$ cat config.mk
export PLATFORM = sky130hd
export DESIGN_NAME = mips32_bus_fabric
export DESIGN_NICKNAME = d
export VERILOG_FILES = /design/src/rtl/mips32_bus_pkg.sv /design/src/rtl/mips32_bus_region_dec.sv /design/src/rtl/mips32_bus_fabric.sv
export SDC_FILE = /design/constraint.sdc
export NUM_CORES = 1
export LEC_CHECK = 0
export ABC_AREA = 1
export CAP_MARGIN = 20
export CORE_MARGIN = 2
export CORE_UTILIZATION = 38
export DETAILED_ROUTE_END_ITERATION = 10
export PLACE_DENSITY = 0.87
export SYNTH_ARGS = -nofsm -noshare
export SYNTH_HDL_FRONTEND = slang
export SYNTH_SLANG_ARGS = --single-unit
$ cat constraint.sdc
create_clock -name clk -period 1.8 [get_ports clk]
set_input_delay 0.54 -clock clk [delete_from_list [all_inputs] [get_ports clk]]
set_output_delay 0.54 -clock clk [all_outputs]
set_load 0.1 [all_outputs]
$ cat src/rtl/mips32_bus_pkg.sv
// Shared types and constants for the MIPS32 data-bus fabric.
package mips32_bus_pkg;

    localparam int MAX_SLAVES = 8;

    typedef enum logic [1:0] {
        IDLE   = 2'd0,
        ACCESS = 2'd1,
        DONE   = 2'd2,
        ERROR  = 2'd3
    } bus_state_t;

    // Binary slave-index width; at least one bit even for a single slave.
    function automatic int idx_width(input int n);
        return (n > 1) ? $clog2(n) : 1;
    endfunction

endpackage

$ cat src/rtl/mips32_bus_region_dec.sv
// Combinational address-region decoder: hit flag, one-hot select and binary
// index, with the lowest-index region winning when regions overlap.
module mips32_bus_region_dec
    import mips32_bus_pkg::*;
#(
    parameter int NUM_SLAVES = 3,
    parameter int ADDR_W     = 32,
    localparam int IDX_W     = idx_width(NUM_SLAVES)
) (
    input  logic [ADDR_W-1:0]            addr_i,
    input  logic [NUM_SLAVES*ADDR_W-1:0] base_i,
    input  logic [NUM_SLAVES*ADDR_W-1:0] mask_i,
    output logic                         hit_o,
    output logic [NUM_SLAVES-1:0]        sel_o,
    output logic [IDX_W-1:0]             idx_o
);

    logic [NUM_SLAVES-1:0] match;

    generate
        for (genvar gi = 0; gi < NUM_SLAVES; gi++) begin : g_match
            assign match[gi] = (addr_i & ~mask_i[gi*ADDR_W +: ADDR_W])
                               == base_i[gi*ADDR_W +: ADDR_W];
        end
    endgenerate

    // Scan from the top down so the lowest matching index is written last.
    always_comb begin
        hit_o = 1'b0;
        sel_o = '0;
        idx_o = '0;
        for (int i = NUM_SLAVES - 1; i >= 0; i--) begin
            if (match[i]) begin
                hit_o    = 1'b1;
                sel_o    = '0;
                sel_o[i] = 1'b1;
                idx_o    = i[IDX_W-1:0];
            end
        end
    end

endmodule

$ cat src/rtl/mips32_bus_fabric.sv
// Multi-cycle data-bus interconnect between the MIPS32 datapath and N slaves.
// Define MIPS32_BUS_TIMEOUT_EN to abort accesses that are not acked in time.
module mips32_bus_fabric
    import mips32_bus_pkg::*;
#(
    parameter int NUM_SLAVES  = 3,
    parameter int ADDR_W      = 32,
    parameter int DATA_W      = 32,
    parameter logic [NUM_SLAVES*ADDR_W-1:0] SLV_BASE =
        {32'h7FFF0000, 32'hB8000000, 32'h10010000},
    parameter logic [NUM_SLAVES*ADDR_W-1:0] SLV_MASK =
        {32'h0000FFFF, 32'h00001FFF, 32'h00001FFF},
    parameter int TIMEOUT_CYC = 16
) (
    input  logic                         clk,
    input  logic                         reset,
    input  logic                         cpu_req,
    input  logic [DATA_W/8-1:0]          cpu_be,
    input  logic [ADDR_W-1:0]            cpu_addr,
    input  logic [DATA_W-1:0]            cpu_wdata,
    output logic [DATA_W-1:0]            cpu_rdata,
    output logic                         cpu_ready,
    output logic                         cpu_err,
    output logic [NUM_SLAVES-1:0]        s_en,
    output logic [DATA_W/8-1:0]          s_be,
    output logic [ADDR_W-1:0]            s_addr,
    output logic [DATA_W-1:0]            s_wdata,
    input  logic [NUM_SLAVES*DATA_W-1:0] s_rdata,
    input  logic [NUM_SLAVES-1:0]        s_ack
);

    localparam int IDX_W = idx_width(NUM_SLAVES);

    bus_state_t              state_q;
    logic [IDX_W-1:0]        idx_q;
    logic [NUM_SLAVES-1:0]   s_en_q;
    logic [DATA_W/8-1:0]     s_be_q;
    logic [ADDR_W-1:0]       s_addr_q;
    logic [DATA_W-1:0]       s_wdata_q;
    logic [DATA_W-1:0]       cpu_rdata_q;
    logic                    cpu_ready_q;
    logic                    cpu_err_q;

    logic                    dec_hit;
    logic [NUM_SLAVES-1:0]   dec_sel;
    logic [IDX_W-1:0]        dec_idx;

    logic [ADDR_W-1:0]       mask_arr  [NUM_SLAVES];
    logic [DATA_W-1:0]       rdata_arr [NUM_SLAVES];
    logic                    ack_sel_d;
    logic [DATA_W-1:0]       rdata_sel_d;

    mips32_bus_region_dec #(
        .NUM_SLAVES (NUM_SLAVES),
        .ADDR_W     (ADDR_W)
    ) u_dec (
        .addr_i (cpu_addr),
        .base_i (SLV_BASE),
        .mask_i (SLV_MASK),
        .hit_o  (dec_hit),
        .sel_o  (dec_sel),
        .idx_o  (dec_idx)
    );

    generate
        for (genvar gi = 0; gi < NUM_SLAVES; gi++) begin : g_slice
            assign mask_arr[gi]  = SLV_MASK[gi*ADDR_W +: ADDR_W];
            assign rdata_arr[gi] = s_rdata[gi*DATA_W +: DATA_W];
        end
    endgenerate

    // Only the latched slave's ack and data are ever looked at.
    assign ack_sel_d   = s_ack[idx_q];
    assign rdata_sel_d = rdata_arr[idx_q];

`ifdef MIPS32_BUS_TIMEOUT_EN
    localparam int TMO_W = $clog2(TIMEOUT_CYC + 1);
    localparam logic [TMO_W-1:0] TMO_LAST = TMO_W'(TIMEOUT_CYC - 1);
    logic [TMO_W-1:0] tmo_q;
`endif

    always_ff @(posedge clk) begin
        if (reset) begin
            state_q     <= IDLE;
            idx_q       <= '0;
            s_en_q      <= '0;
            s_be_q      <= '0;
            s_addr_q    <= '0;
            s_wdata_q   <= '0;
            cpu_rdata_q <= '0;
            cpu_ready_q <= 1'b0;
            cpu_err_q   <= 1'b0;
`ifdef MIPS32_BUS_TIMEOUT_EN
            tmo_q       <= '0;
`endif
        end else begin
            case (state_q)
                IDLE: begin
                    if (cpu_req) begin
                        s_addr_q  <= cpu_addr & mask_arr[dec_idx];
                        s_be_q    <= cpu_be;
                        s_wdata_q <= cpu_wdata;
                        idx_q     <= dec_idx;
                        if (dec_hit) begin
                            s_en_q  <= dec_sel;
                            state_q <= ACCESS;
`ifdef MIPS32_BUS_TIMEOUT_EN
                            tmo_q   <= '0;
`endif
                        end else begin
                            cpu_rdata_q <= '0;
                            cpu_ready_q <= 1'b1;
                            cpu_err_q   <= 1'b1;
                            state_q     <= ERROR;
                        end
                    end
                end
                ACCESS: begin
                    if (ack_sel_d) begin
                        cpu_rdata_q <= rdata_sel_d;
                        s_en_q      <= '0;
                        cpu_ready_q <= 1'b1;
                        cpu_err_q   <= 1'b0;
                        state_q     <= DONE;
                    end
`ifdef MIPS32_BUS_TIMEOUT_EN
                    // Last allowed wait cycle: abort unless the ack above won.
                    else if (tmo_q == TMO_LAST) begin
                        cpu_rdata_q <= '0;
                        s_en_q      <= '0;
                        cpu_ready_q <= 1'b1;
                        cpu_err_q   <= 1'b1;
                        state_q     <= ERROR;
                    end else begin
                        tmo_q <= tmo_q + 1'b1;
                    end
`endif
                end
                DONE, ERROR: begin
                    cpu_ready_q <= 1'b0;
                    cpu_err_q   <= 1'b0;
                    state_q     <= IDLE;
                end
                default: state_q <= IDLE;
            endcase
        end
    end

    assign cpu_rdata = cpu_rdata_q;
    assign cpu_ready = cpu_ready_q;
    assign cpu_err   = cpu_err_q;
    assign s_en      = s_en_q;
    assign s_be      = s_be_q;
    assign s_addr    = s_addr_q;
    assign s_wdata   = s_wdata_q;

endmodule

==> results.json <==
{
  "gp_congestion": 0.818,
  "cts_sinks": 93,
  "wirelength_um": 17800,
  "p_total_uw": 8840,
  "drc": 0,
  "fin_skew_ps": 7.15,
  "hpwlAfterDp_um": 12600,
  "dr.max_layer_used": "met4",
  "overflow": 0,
  "pwr-share-clk": 0.239,
  "p_per_area_mw_per_mm2": 997,
  "vias": 5597,
  "period_share": 0.982,
  "layout_common_cells": "175 x nor2_1, 150 x clkdlybuf4s50_1, 115 x nand2_1, 114 x o21ai_0, 99 x buf_12",
  "die-area_mm2": 0.0129,
  "netlist.area_leader.share": 0.408,
  "wl_met2_um": 9370,
  "syn_inst": 692,
  "clockBufferDepth": 2,
  "start_util": 0.385,
  "combPwrFrac": 0.472,
  "p_leak_uw": 0.00369,
  "netlist_top_cells_area": "dfxtp_1 41%, nor2_1 15%, o21ai_0 13%",
  "final_util": 0.747,
  "worst_setup_path_end_kind": "flop",
  "synth_area_per_cell_um2": 6.59,
  "crit_arrival_ps": 2060,
  "crit_required_ps": 2090,
  "post-place-ws_ps": -447,
  "switching_share": 0.420,
  "path_clk_slew_ps": 70,
  "core_mm2": 0.0119,
  "pwr-share-seq": 0.289,
  "antenna_found_initial": 1,
  "via_per_inst": 5.07,
  "routed-wl-met3_um": 1650,
  "holdWs_ps": 501,
  "fin_nets": 1122,
  "synth_top_area_cell": "dfxtp_1",
  "critPathMaxFanout": 3,
  "grt_max_degree": 42,
  "p_switching_uw": 3710,
  "slew_viol_final": 0,
  "max-cap-violations": 0,
  "root_buffer": "clkbuf_16",
  "syn_area_mm2": 0.00456,
  "num_rows": 40,
  "track_usage": 0.260,
  "first_pass_iters": 4,
  "drive_gt1_frac": 0.190,
  "final_common_cell": "nor2_1",
  "ys_seq_area_frac": 0.408,
  "status": "completed",
  "clk_latency_ps": 350,
  "syn2layout_area_growth_pct": 94.3,
  "antenna_left": 0,
  "top_level_ports": 275,
  "die_y_um": 114,
  "holdBufCountCts": 0,
  "fin_crit_ps": 1770,
  "io_buffers": 258,
  "worstSetupStartpointType": "primary input",
  "fp.dieW_um": 114,
  "drt-met1-wl_um": 6150,
  "ys_types": 23,
  "setup_viol": 0,
  "yosysWarnings": 0,
  "max_freq_mhz": 566,
  "rsz0062_at_grt": "true",
  "wl_per_cell_um": 16.1,
  "yosys_register_bits": 93,
  "fin_setup_tns_ps": 0,
  "p_int_uw": 5120,
  "crit_type": "in2reg",
  "grt_pass1_wl_um": 26400,
  "min-delay-path-class": "reg2reg",
  "cts_max_level": 3,
  "first_iter_violations": 297,
  "worst_ir_drop_vdd_mv": 0.732,
  "fin_ws_ps": 33.2,
  "grt_pass1_vias": 5465,
  "finalHoldViolations": 0,
  "cts_tree": "done",
  "cts-buffers-inserted": 9
}
-- worst paths after layout --
check / cells past startpoint / end / startpoint / slack [ps]
worst min register to register: 2 / s_en[2]$_SDFFE_PP0P_ / s_en[2]$_SDFFE_PP0P_ / 500
worst min-delay path: 2 / s_en[2]$_SDFFE_PP0P_ / s_en[2]$_SDFFE_PP0P_ / 500
worst max-delay path: 11 / s_en[0]$_SDFFE_PP0P_ / cpu_addr[22] / 30
worst max register to register: 6 / s_addr[15]$_SDFFE_PP0P_ / state_q[1]$_SDFFE_PP0P_ / 130
-- state kept, by name, indices dropped and copies added, names as in the netlist --
signal and flops:
s_be 4, cpu_rdata 32, cpu_err 1, s_addr 16
s_en 3, cpu_ready 1, s_wdata 32, idx_q 2
state_q 2
-- stage by stage --
stage	area [um2]	cells
after floorplan	4620	707
after global placement	8260	1079
after detailed placement	8260	1079
after CTS	8750	1101
after global routing	8870	1105
final	8870	1105
-- per-layer routing --
metal  track usage  vias up
met5             0        -
met4         0.122        0
met3         0.105       49
met2         0.486      250
met1         0.248     2551
li1              -     2747
-- power by group through the flow --
stage | registers (uW) | clock network [uW] | logic (uW)
finish | 2550 | 2110 | 4170
global route | 2580 | 2250 | 4360
global placement | 2590 | 0 | 4060
detailed placement | 2600 | 0 | 4130
floorplan | 4100 | 0 | 936
CTS | 2550 | 2140 | 4130
-- what timing repair did --
item	CTS	global route
pin swaps	0	21
hold endpoints to repair	0	0
setup endpoints to repair	34	55
cloned	4	1
resized for setup	22	43
setup buffers	2	2
-- cell usage after synthesis --
| library cell | n |
|---|---|
| buf_6 | 5 |
| nor2_8 | 1 |
| nand3_2 | 1 |
| nand2_2 | 1 |
| nor2_4 | 1 |
| nor2_2 | 1 |
| buf_4 | 19 |
| inv_2 | 3 |
| o21ai_0 | 114 |
| o21ai_4 | 1 |
| nand3_1 | 42 |
| and2_1 | 1 |
| nor2_1 | 182 |
| conb_1 | 1 |
| clkbuf_1 | 32 |
| inv_1 | 10 |
| dfxtp_1 | 93 |
| nor4_1 | 1 |
| nand4_1 | 10 |
| a21oi_1 | 43 |
| buf_2 | 10 |
| nand2_1 | 118 |
| or2_2 | 2 |
-- critical path, stage by stage --
cell	delay (ps)
clkdlybuf4s15_1	230
nor2_2	160
nand2_2	80
nor2_4	160
nand3_4	100
buf_4	150
buf_4	130
or2_2	270
nand3_1	80
nand2_1	50
nor2_1	80
-- cells by family (layout without fill, tap and decap cells) --
group / after synthesis / in the layout / synth area share
flip-flops: 93 / 93 / 0.408
AO/OA/AOI/OAI: 158 / 158 / 0.176
other: 1 / 17 / 0.000822
AND/OR/NAND/NOR: 361 / 361 / 0.324
buffers and inverters: 79 / 329 / 0.0916
-- cell type report --
class,instances,area (um2)
clock buffer,10,239
fill,806,3000
timing repair buffer,300,4000
tap,147,184
inverter,13,48.8
antenna,1,2.50
sequential,93,1860
clock inverter,6,92.6
multi-input combinational,535,2440
(Power assumes the default switching activity.)
